[config.mk]
export PLATFORM = sky130hd
export DESIGN_NAME = serial_uart_tx_flat
export DESIGN_NICKNAME = d
export VERILOG_FILES = /design/src/rtl/serial_uart_tx_if.sv /design/src/rtl/serial_uart_tx.sv /design/src/flat_wrapper.sv
export SDC_FILE = /design/constraint.sdc
export NUM_CORES = 1
export LEC_CHECK = 0
export ABC_CLOCK_PERIOD_IN_PS = 5900
export BUFFER_PORTS_ARGS = -buffer_cell sky130_fd_sc_hd__buf_2
export CORE_ASPECT_RATIO = 1.2
export CORE_MARGIN = 1.5
export CORE_UTILIZATION = 45
export CTS_CLUSTER_SIZE = 10
export DETAILED_ROUTE_END_ITERATION = 6
export PLACE_DENSITY = 0.71
export SYNTH_ARGS = -nofsm -noshare
export SYNTH_HDL_FRONTEND = slang
export SYNTH_SLANG_ARGS = --single-unit
[constraint.sdc]
create_clock -name clock -period 5.9 [get_ports clock]
set_input_delay 1.18 -clock clock [delete_from_list [all_inputs] [get_ports clock]]
set_output_delay 1.18 -clock clock [all_outputs]
set_load 0.01 [all_outputs]
[src/rtl/serial_uart_tx_if.sv]
// Write-side handshake between the processor serial port and the UART transmitter.
interface serial_uart_tx_if;
   logic [7:0] wr_data;
   logic       wr_en;
   logic       ready;

   modport master (output wr_data, output wr_en, input ready);
   modport slave  (input wr_data, input wr_en, output ready);
endinterface

[src/rtl/serial_uart_tx.sv]
// Byte FIFO feeding an 8N1 UART serialiser; back-pressures the processor via ready.
// Frames are contiguous when the FIFO stays non-empty across a stop bit.
module serial_uart_tx #(
   parameter int unsigned CLKS_PER_BIT = 434,
   parameter int unsigned FIFO_AW      = 4
) (
   input  logic               clock,
   input  logic               reset,
   serial_uart_tx_if.slave    wr,
   output logic               txd,
   output logic               busy,
   output logic [FIFO_AW:0]   fifo_count,
   output logic               overflow
);

   localparam int unsigned DEPTH  = 2 ** FIFO_AW;
   localparam int unsigned CNT_W  = FIFO_AW + 1;
   localparam int unsigned BAUD_W = (CLKS_PER_BIT > 1) ? $clog2(CLKS_PER_BIT) : 1;
   localparam logic [BAUD_W-1:0] BAUD_LAST = BAUD_W'(CLKS_PER_BIT - 1);
   localparam logic [CNT_W-1:0]  CNT_FULL  = CNT_W'(DEPTH);

   typedef enum logic [1:0] {
      S_IDLE,
      S_START,
      S_DATA,
      S_STOP
   } state_t;

   state_t              r_state;
   state_t              w_state_nxt;
   logic [BAUD_W-1:0]   r_baud;
   logic [BAUD_W-1:0]   w_baud_nxt;
   logic [2:0]          r_bit;
   logic [2:0]          w_bit_nxt;
   logic [7:0]          r_shift;
   logic [7:0]          w_shift_nxt;
   logic                r_txd;
   logic                w_txd_nxt;
   logic                r_busy;
   logic                r_overflow;

   logic [7:0]          r_mem [DEPTH];
   logic [FIFO_AW-1:0]  r_rd_ptr;
   logic [FIFO_AW-1:0]  r_wr_ptr;
   logic [CNT_W-1:0]    r_count;
   logic [CNT_W-1:0]    w_count_nxt;

   logic                w_push;
   logic                w_pop;
   logic                w_fifo_nempty;
   logic                w_baud_end;
   logic [7:0]          w_head;

   assign wr.ready      = (r_count != CNT_FULL);
   assign w_push        = wr.wr_en && wr.ready;
   assign w_fifo_nempty = (r_count != '0);
   assign w_baud_end    = (r_baud == BAUD_LAST);
   assign w_head        = r_mem[r_rd_ptr];

   assign txd        = r_txd;
   assign busy       = r_busy;
   assign fifo_count = r_count;
   assign overflow   = r_overflow;

   // Frame sequencing: a pop always lands on the edge that enters START.
   always_comb begin
      w_state_nxt = r_state;
      w_baud_nxt  = w_baud_end ? '0 : r_baud + BAUD_W'(1);
      w_bit_nxt   = r_bit;
      w_shift_nxt = r_shift;
      w_pop       = 1'b0;

      unique case (r_state)
         S_IDLE: begin
            w_baud_nxt = '0;
            if (w_fifo_nempty) begin
               w_pop       = 1'b1;
               w_shift_nxt = w_head;
               w_bit_nxt   = '0;
               w_state_nxt = S_START;
            end
         end
         S_START: begin
            if (w_baud_end) begin
               w_state_nxt = S_DATA;
            end
         end
         S_DATA: begin
            if (w_baud_end) begin
               if (r_bit == 3'd7) begin
                  w_state_nxt = S_STOP;
               end else begin
                  w_shift_nxt = {1'b0, r_shift[7:1]};
                  w_bit_nxt   = r_bit + 3'd1;
               end
            end
         end
         S_STOP: begin
            if (w_baud_end) begin
               if (w_fifo_nempty) begin
                  w_pop       = 1'b1;
                  w_shift_nxt = w_head;
                  w_bit_nxt   = '0;
                  w_state_nxt = S_START;
               end else begin
                  w_state_nxt = S_IDLE;
               end
            end
         end
         default: begin
            w_state_nxt = S_IDLE;
         end
      endcase
   end

   // Line level follows the state being entered so txd is a clean register output.
   always_comb begin
      w_txd_nxt = 1'b1;
      unique case (w_state_nxt)
         S_START: w_txd_nxt = 1'b0;
         S_DATA:  w_txd_nxt = w_shift_nxt[0];
         default: w_txd_nxt = 1'b1;
      endcase
   end

   always_comb begin
      w_count_nxt = r_count;
      unique case ({w_push, w_pop})
         2'b10:   w_count_nxt = r_count + CNT_W'(1);
         2'b01:   w_count_nxt = r_count - CNT_W'(1);
         default: w_count_nxt = r_count;
      endcase
   end

   always_ff @(posedge clock) begin
      if (reset) begin
         r_state    <= S_IDLE;
         r_baud     <= '0;
         r_bit      <= '0;
         r_shift    <= '0;
         r_txd      <= 1'b1;
         r_busy     <= 1'b0;
         r_overflow <= 1'b0;
         r_rd_ptr   <= '0;
         r_wr_ptr   <= '0;
         r_count    <= '0;
      end else begin
         r_state    <= w_state_nxt;
         r_baud     <= w_baud_nxt;
         r_bit      <= w_bit_nxt;
         r_shift    <= w_shift_nxt;
         r_txd      <= w_txd_nxt;
         r_busy     <= (w_state_nxt != S_IDLE) || (w_count_nxt != '0);
         r_overflow <= r_overflow || (wr.wr_en && !wr.ready);
         r_count    <= w_count_nxt;
         if (w_push) begin
            r_wr_ptr <= r_wr_ptr + FIFO_AW'(1);
         end
         if (w_pop) begin
            r_rd_ptr <= r_rd_ptr + FIFO_AW'(1);
         end
      end
   end

   // Storage needs no reset; pointers and count define validity.
   always_ff @(posedge clock) begin
      if (!reset && w_push) begin
         r_mem[r_wr_ptr] <= wr.wr_data;
      end
   end

endmodule
[src/flat_wrapper.sv]
// flat-port wrapper written by rule: the top's interface ports become plain ports
module serial_uart_tx_flat 
#(
   parameter int unsigned CLKS_PER_BIT = 434,
   parameter int unsigned FIFO_AW      = 4
)
  (clock, reset, txd, busy, fifo_count, overflow, wr_wr_data, wr_wr_en, wr_ready);
  serial_uart_tx_if wr_i ();
  input  logic clock;
  input  logic reset;
  output logic txd;
  output logic busy;
  output logic [FIFO_AW:0] fifo_count;
  output logic overflow;
  input wire logic [$bits(wr_i.wr_data)-1:0] wr_wr_data;
  input wire logic [$bits(wr_i.wr_en)-1:0] wr_wr_en;
  output wire logic [$bits(wr_i.ready)-1:0] wr_ready;
  assign wr_i.wr_data = wr_wr_data;
  assign wr_i.wr_en = wr_wr_en;
  assign wr_ready = wr_i.ready;
  serial_uart_tx #(.CLKS_PER_BIT(CLKS_PER_BIT), .FIFO_AW(FIFO_AW)) u_core (.clock(clock), .reset(reset), .wr(wr_i), .txd(txd), .busy(busy), .fifo_count(fifo_count), .overflow(overflow));
endmodule
==> impl_metrics.tcl, run 1 <==
set metrics [dict create \
    layoutNonFillerInstCount 703 \
    met3_usage_pct 3.924 \
    gr-usage-met2_pct 29.10 \
    gp_congestion 0.8187 \
    pwr-share-comb_pct 21.6 \
    powerDensity_nw_per_um2 403.4 \
    setup_viol 0 \
    synth_async_sr_flop_share_pct 0 \
    synth_top_area_share_pct 53.65 \
    synth_compound_area_share_pct 5.274 \
    power_frac_seq_pct 45.8 \
    synth_top_family_by_area "multiplexers" \
    postCtsSetupBuffers 0 \
    setup_tns_ps 0 \
    synthAdderAreaFrac_pct 2.969 \
    yosysSeqAreaShare_pct 65.39 \
    switchingPower_mw 0.9546 \
    maxSlewHeadroom_pct 27.90 \
    die_h_um 141.2 \
    grt_overflow 0 \
    area_delta_synth_final_pct 11.84 \
    floorplan.rows 50 \
    fmax_mhz 263.3 \
    synth_xor_area_share_pct 2.078 \
    cts.sinks 170 \
    dr_total_vias 3922 \
    core_sq_um 15580 \
    cp.required_ps 6240 \
    vdd_ir_drop_max_uv 231.0 \
    grt_start_max_net_pins 35 \
    finalMaxSlewViolations 0 \
    clk_pin_slew_ps 70 \
    grt_usage_pct 16.87 \
    numCtsBuffers 17 \
    synthMuxAreaShare_pct 13.08 \
    cts_resized 0 \
    synth_top_flop_cell "edfxtp_1" \
    placedCellCount 671 \
    antenna_found_initial 0 \
    period_needed_ps 3798 \
    synthCells 461 \
    rsz0062_at_grt "no" \
    initial_core_util_pct 45.99 \
    dieWidth_um 118.2 \
    cts_tree "done" \
    nNetsFinal 510 \
    syn_area_per_cell_sq_um 15.54 \
    port_buffers 19 \
    syn_nets 489 \
    clk_latency_ps 420 \
    cts-root-buf "clkbuf_16" \
    drive_gt1_share_pct 17.17 \
    tightest_slew_ps 1081 \
    hold_viol 0 \
    p_leak_nw 2.644 \
    ys_ff_latch 170 \
    ios 20 \
    switching_share_pct 29.53 \
    dr.pass1.iters 4 \
    worst_setup_path_start_kind "flop" \
    status "completed" \
    crit_type "flop to flop" \
    skew_ps 10.96 \
    wl_per_cell_um 18.89 \
    hp-class "flop to flop" \
    drv_cap 0 \
    synth_cell_types 53 \
    p_int_mw 2.278 \
    first_global_vias 3890 \
    crit_arrival_ps 4140 \
    synth_edf_count 128 \
    synth_simple_gate_area_share_pct 9.169 \
    grt.busiest_layer "met2" \
    viasPerCell 5.579 \
    grt_util_met1_pct 21.03 \
    yosysWarningCount 0 \
    drc 0 \
    design.die.area_sq_um 16690 \
    antenna_left 0 \
    cp_max_fo 7 \
    yosys-top-cells-area "edfxtp_1 54%, dfxtp_1 12%, mux4_2 7.5%" \
    finalCritPeriodShare_pct 64.38 \
    synthesis.area_sq_um 7164 \
    wirelength_um 13280 \
    drt_iter0_drc 240 \
    clkPwrFrac_pct 32.7 \
    cp-end-kind "flop" \
    grt_pass1_wl_um 21270 \
    cts_buffer_depth 2 \
    antennaDiodeCount 0 \
    h-tree-depth 4 \
    hpwl_um 8842 \
    hold_buffers 0 \
    synth_top_area_cell "edfxtp_1" \
]
## power by group through the flow
stage | combinational (mW) | clock, mW | sequential, mW
after floorplan | 0.594 | 0 | 1.44
after global placement | 0.676 | 0 | 1.50
after detailed placement | 0.697 | 0 | 1.51
after CTS | 0.701 | 1.07 | 1.48
after global routing | 0.771 | 1.12 | 1.50
final | 0.697 | 1.06 | 1.48
## through the flow
step	hold WS, ps	utilization [%]	setup slack, ps	instance area, sq um	power (mW)
5_1_grt	505.1	51.44	1771	8013	3.391
4_1_cts	474.1	51.44	2068	8013	3.254
3_3_place_gp	445.3	47.80	2361	7446	2.180
6_report	475.4	51.44	2102	8013	3.232
3_5_place_dp	457.9	47.80	2097	7446	2.204
2_1_floorplan	429.5	-	2577	7164	2.032
## per-layer routing
layer  routed length, um  up-vias  share of wire [%]
met3                 306       12                2.3
met5                   0        -                  0
li1                    -     1840                  -
met2                7064       52                 53
met4                 165        0                1.2
met1                5741     2018                 43
## cells in the mapped netlist, types with 2 or more instances
master and count:
mux2i_1 7, and2_1 4, a21oi_1 11, nand2_1 21
nand3b_1 3, a211o_1 2, buf_6 2, o21ai_1 2
o31ai_1 3, o21ai_0 8, inv_1 9, and3_1 7
edfxtp_1 128, dfxtp_1 42, nor2_1 47, buf_2 3
ha_1 17, a31oi_1 6, nand3_1 13, mux4_2 24
mux4_1 12, a41oi_1 2, nor3_1 6, nor4_1 2
a221o_1 5, nand2b_1 10, nand4_1 2, buf_1 3
o211ai_1 2, nor4b_1 3, xnor2_1 8, clkbuf_1 13
xor2_1 9, or3_1 6
## logic make-up (layout without fill, tap and decap cells)
group / after synthesis / count (layout)
DFF: 170 / 170
and+or+nand+nor: 130 / 130
AOI/OAI and AO/OA: 52 / 52
muxes: 44 / 44
buffers and inverters: 31 / 65
adders and majority gates: 17 / 17
xor gates and xnor gates: 17 / 17
## worst max-delay path, cell delays in order (launching register included)
cell and delay, ps:
dfxtp_1 380, ha_1 170, and4_1 240, a31oi_1 210, nor3_1 650, ha_1 430
xor2_1 120, ha_1 230, nand3b_1 80, o21ai_0 80, a222oi_1 560, nor4b_1 140
a211o_1 290, o22ai_1 130
## state kept, by name (all words and copies together), names as in the netlist, named ones only
name               cells
u_core.r_bit           3
u_core.busy            1
u_core.r_state         2
u_core.fifo_count      5
u_core.r_rd_ptr        4
u_core.r_mem         128
u_core.r_shift         8
u_core.r_baud          9
u_core.txd             1
u_core.overflow        1
u_core.r_wr_ptr        4
## cell usage in the layout (no fill, tap or decap), types with 6 or more instances in the layout
cell type,count
buf_2,19
and3_1,7
nor3_1,6
nor2_1,47
xnor2_1,8
mux4_2,24
a21oi_1,11
nand3_1,13
a31oi_1,6
or3_1,6
edfxtp_1,128
nand2_1,21
nand2b_1,10
inv_1,9
mux4_1,12
xor2_1,9
o21ai_0,8
mux2i_1,7
dfxtp_1,41
clkbuf_16,17
ha_1,17
## final cells by class
type,count,area (sq um)
inverter,9,33.78
clock inverter,15,141.4
clock buffer,17,425.4
multi-input combinational,260,2333
tap,208,260.3
timing repair buffer,24,132.6
sequential,170,4686
fill,1269,7565
## path summary, 6_finish.rpt
kind	from	end	slack [ps]	cells past startpoint
setup / recovery	u_core.r_baud[0]	u_core.busy	2100	13
hold / removal	u_core.overflow	u_core.overflow	480	2
setup reg to reg	u_core.r_baud[0]	u_core.busy	2100	13
hold reg to reg	u_core.overflow	u_core.overflow	480	2
Power figures use the tool's default switching activity.
==> run 2: changes to the inputs <==
--- a/config.mk
+++ b/config.mk
@@ -5,14 +5,14 @@
 export SDC_FILE = /design/constraint.sdc
 export NUM_CORES = 1
 export LEC_CHECK = 0
-export ABC_CLOCK_PERIOD_IN_PS = 5900
+export ABC_CLOCK_PERIOD_IN_PS = 3300
 export BUFFER_PORTS_ARGS = -buffer_cell sky130_fd_sc_hd__buf_2
 export CORE_ASPECT_RATIO = 1.2
 export CORE_MARGIN = 1.5
 export CORE_UTILIZATION = 45
 export CTS_CLUSTER_SIZE = 10
 export DETAILED_ROUTE_END_ITERATION = 6
-export PLACE_DENSITY = 0.71
+export PLACE_DENSITY = 0.73
 export SYNTH_ARGS = -nofsm -noshare
 export SYNTH_HDL_FRONTEND = slang
 export SYNTH_SLANG_ARGS = --single-unit
==> constraint.sdc (replaced) <==
create_clock -name clock -period 3.3 [get_ports clock]
set_input_delay 0.66 -clock clock [delete_from_list [all_inputs] [get_ports clock]]
set_output_delay 0.66 -clock clock [all_outputs]
set_load 0.01 [all_outputs]
==> impl_metrics.tcl, run 2 (synthesized netlist as in run 1, its figures left out) <==
set metrics [dict create \
    status "completed" \
    top_register "u_core.r_mem" \
    cp.required_ps 3590 \
    layout_common_cells "128 x edfxtp_1, 47 x nor2_1, 41 x dfxtp_1" \
    fill_cells 1212 \
    period_needed_ps 3082 \
    finalMaxSlewViolations 0 \
    holdPathEnd "u_core.overflow" \
    min-delay-start "u_core.overflow" \
    first_global_vias 4225 \
    die_h_um 141.2 \
    nNetsFinal 536 \
    ios 20 \
    drive_gt1_share_pct 21.11 \
    largest_reg_flops 128 \
    wirelength_um 13700 \
    tightest_slew_ps 508.3 \
    drv_cap 0 \
    setup_viol 0 \
    grt_overflow 0 \
    whs_path_depth 2 \
    hpwl_um 9090 \
    hp-class "flop to flop" \
    fmax_mhz 324.5 \
    clk_latency_ps 430 \
    seqCellArea_sq_um 4686 \
    core_sq_um 15580 \
    skew_ps 14.74 \
    grt_pass1_wl_um 22270 \
    h-tree-depth 4 \
    place_area_sq_um 7624 \
    r2r_start "u_core.fifo_count[2]" \
    top_regs "u_core.r_mem (128), u_core.r_baud (9), u_core.r_shift (8)" \
    cts-root-buf "clkbuf_16" \
    maxSlewHeadroom_pct 66.11 \
    gp_congestion 0.8332 \
    powerDensity_nw_per_um2 740.3 \
    post-route-util_pct 53.04 \
    area_delta_synth_final_pct 15.33 \
    dr.pass1.iters 4 \
    antenna_left 0 \
    cts_buffer_depth 2 \
    hold_buffers 0 \
    drt_iter0_drc 420 \
    antennaDiodeCount 0 \
    floorplan.rows 50 \
    dr_total_vias 4071 \
    cp_max_fo 8 \
    p_leak_nw 2.820 \
    initial_core_util_pct 45.99 \
    antenna_found_initial 0 \
    cp-end-kind "flop" \
    final_common_cell "edfxtp_1" \
    r2r.worst_path.cells 10 \
    grt_start_max_net_pins 34 \
    r2r_end "u_core.busy" \
    crit_type "flop to flop" \
    crit_arrival_ps 3380 \
    vdd_ir_drop_max_uv 488.3 \
    clk_pin_slew_ps 70 \
    hold_viol 0 \
    worst_setup_path_start_kind "flop" \
    drc 0 \
    grt_usage_pct 17.79 \
    r2r_slack_ps 220 \
    cts_tree "done" \
    numCtsBuffers 17 \
    final_area_sq_um 8263 \
    viasPerCell 5.584 \
    multi_input_area_sq_um 2345 \
    port_buffers 19 \
    design.die.area_sq_um 16690 \
    cts.sinks 170 \
    dieWidth_um 118.2 \
    finalCritPeriodShare_pct 93.39 \
    wl_per_cell_um 18.79 \
]
run 2: timing repair:
| action | in CTS | in global routing |
|---|---|---|
| endpoints found under the setup margin | 1 | 1 |
| resized for setup | 0 | 1 |
| setup buffers | 1 | 2 |
| pin swaps | 1 | 1 |
run 2: metal layers:
layer / wire, um / up-vias / GRT usage, %
li1: - / 1897 / -
met1: 5602 / 2066 / 21.10
met2: 7278 / 92 / 31.09
met3: 591 / 16 / 3.803
met4: 228 / 0 / 8.151
met5: 0 / - / 0
run 2: worst max-delay path by stage:
stage	slack [ps]	start	end
after floorplan	50	u_core.fifo_count[3]	u_core.busy
after global placement	180	u_core.r_baud[2]	u_core.busy
after detailed placement	-50	u_core.r_baud[0]	u_core.busy
after CTS	140	u_core.r_baud[0]	u_core.busy
after global routing	-30	u_core.fifo_count[2]	u_core.busy
final	220	u_core.fifo_count[2]	u_core.busy
run 2: area by class of cell:
| cell class | instances | area share (%) |
|---|---|---|
| Clock buffer | 17 | 5.148 |
| Clock inverter | 15 | 2.241 |
| Inverter | 9 | 0.4088 |
| Multi-Input combinational cell | 260 | 28.38 |
| Sequential cell | 170 | 56.71 |
| Tap cell | 208 | 3.150 |
| Timing Repair Buffer | 50 | 3.967 |
run 2: power breakdown:
part | switching, mW | internal (mW)
clock | 0.823 | 1.21
combinational | 0.834 | 0.708
sequential | 0.108 | 2.44
run 2: critical path, cell delays in order, from the launching register on:
cell and delay (ps):
dfxtp_1 380, or4_1 570, nor2_1 240, nor3_4 100
ha_1 230, buf_4 160, a211o_1 230, a32oi_1 440
nor4b_1 360, a211o_1 160, o22ai_1 70
run 2: through the flow:
step                      cells  setup TNS, ps  setup WS [ps]  hold slack [ps]  total power [mW]
final                       729              0          218.3            471.8             6.117
after global routing        729         -34.89         -34.89            498.2             6.428
after CTS                   727              0          135.5            465.5             6.114
after detailed placement    694         -49.79         -49.79            450.0             4.054
after global placement      694              0          184.3            442.3             4.003
after floorplan             461              0          50.45            429.5             3.641
==> run 3: changes to the inputs <==
--- a/config.mk
+++ b/config.mk
@@ -12,6 +12,7 @@
 export CORE_UTILIZATION = 45
 export CTS_CLUSTER_SIZE = 10
 export DETAILED_ROUTE_END_ITERATION = 6
+export MAX_ROUTING_LAYER = met4
 export PLACE_DENSITY = 0.73
 export SYNTH_ARGS = -nofsm -noshare
 export SYNTH_HDL_FRONTEND = slang
==> impl_metrics.tcl, run 3 (synthesized netlist as in run 1, its figures left out) <==
set metrics [dict create \
    r2r_start "u_core.fifo_count[2]" \
    final_area_sq_um 8265 \
    cts_buffer_depth 2 \
    skew_ps 9.662 \
    cp_max_fo 8 \
    cts-root-buf "clkbuf_16" \
    slowest_delay_ps 570 \
    drc 0 \
    period_needed_ps 3088 \
    wl_per_cell_um 18.81 \
    gp_congestion 0.8460 \
    critPathSlowestCell "or4_1" \
    cts_tree "done" \
    grt_overflow 0 \
    port_buffers 19 \
    crit_arrival_ps 3440 \
    nNetsFinal 536 \
    maxSlewHeadroom_pct 66.10 \
    r2r.worst_path.cells 13 \
    timing.hold.ws_ps 472.0 \
    layout_common_cells "128 x edfxtp_1, 47 x nor2_1, 41 x dfxtp_1" \
    crit_path_frequent_cell "ha_1" \
    whs_path_depth 2 \
    clk_pin_slew_ps 70 \
    p_leak_nw 2.817 \
    top_register "u_core.r_mem" \
    dr.pass1.iters 5 \
    place_area_sq_um 7624 \
    drive_gt1_share_pct 21.31 \
    h-tree-depth 4 \
    status "completed" \
    floorplan.rows 50 \
    holdPathEnd "u_core.overflow" \
    top_regs "u_core.r_mem (128), u_core.r_baud (9), u_core.r_shift (8)" \
    total_power_mw 6.128 \
    dieWidth_um 118.2 \
    antenna_left 0 \
    dr_total_vias 4058 \
    wirelength_um 13720 \
    finalCritPeriodShare_pct 93.59 \
    antennaDiodeCount 0 \
    cp.required_ps 3650 \
    min-delay-start "u_core.overflow" \
    die_h_um 141.2 \
    area_delta_synth_final_pct 15.37 \
    core_sq_um 15580 \
    antenna_found_initial 0 \
    hpwl_um 9090 \
    grt_start_max_net_pins 34 \
    drv_cap 0 \
    viasPerCell 5.567 \
    cp_cell_sequence "or4_1 > nor2_1 > nor3_4 > ha_1 > xor2_1 > ha_1 > nand3b_1 > o21ai_0 > a222oi_1 > buf_4 > nor4b_1 > a211o_1 > o22ai_1" \
    numCtsBuffers 17 \
    initial_core_util_pct 45.99 \
    tightest_slew_ps 508.5 \
    critPathBufInv 1 \
    hold_viol 0 \
    drt_iter0_drc 410 \
    critPathTopFamily "simple AND/OR/NAND/NOR gates" \
    r2r_slack_ps 210 \
    hp-class "flop to flop" \
    cts.sinks 170 \
    r2r_end "u_core.busy" \
    fmax_mhz 323.8 \
    cp-end-kind "flop" \
    largest_reg_flops 128 \
    grt_pass1_wl_um 22310 \
    final_common_cell "edfxtp_1" \
    worst_setup_path_start_kind "flop" \
    grt_usage_pct 18.34 \
    powerDensity_nw_per_um2 741.4 \
    ios 20 \
    finalMaxSlewViolations 0 \
    crit_type "flop to flop" \
    design.die.area_sq_um 16690 \
    first_global_vias 4199 \
    setup_viol 0 \
    vdd_ir_drop_max_uv 490.1 \
    clk_latency_ps 430 \
    setup_tns_ps 0 \
]
## run 3: repair_timing
item / CTS / global route
buffers inserted: 1 / 2
endpoints found under the setup margin: 1 / 1
hold buffers: 0 / 0
pin swaps: 1 / 1
gates resized for setup: 0 / 2
## run 3: tightest hold or removal path, stage by stage, from the launching register on
cell and delay, ps:
dfxtp_1 320, a31oi_1 40, nor2_1 70
## run 3: layout make-up
type	instances	area, sq um
clock buffers	17	425.4
clock inverters	15	185.2
fillers	1213	7312
inverters	9	33.78
multi-input cells	260	2347
flip-flops and latches	170	4686
well taps	208	260.3
repair buffers	50	327.8
## run 3: stage by stage
stage               cells  util, %  setup WS (ps)
global route          729    53.06         -34.89
detailed placement    694    48.94         -49.79
global placement      694    48.94          184.3
finish                729    53.06          211.5
floorplan             461        -          50.45
CTS                   727    52.91          135.5
## run 3: worst max path at each step
stage,from,endpoint,slack [ps],cells after the start
after floorplan,u_core.fifo_count[3],u_core.busy,50,14
after global placement,u_core.r_baud[2],u_core.busy,180,11
after detailed placement,u_core.r_baud[0],u_core.busy,-50,12
after CTS,u_core.r_baud[0],u_core.busy,140,14
after global routing,u_core.fifo_count[2],u_core.busy,-30,10
final,u_core.fifo_count[2],u_core.busy,210,13
## run 3: power breakdown
group / internal [mW] / switching [mW]
Sequential: 2.44 / 0.107
Clock: 1.21 / 0.828
Combinational: 0.708 / 0.841
## run 3: routing by layer
metal  wire length [um]  up-vias  GRT usage [%]
li1                   -     1897              -
met4                221        0          7.895
met2               7285       75          31.21
met5                  0        -              -
met3                433       18          3.681
met1               5774     2068          21.18
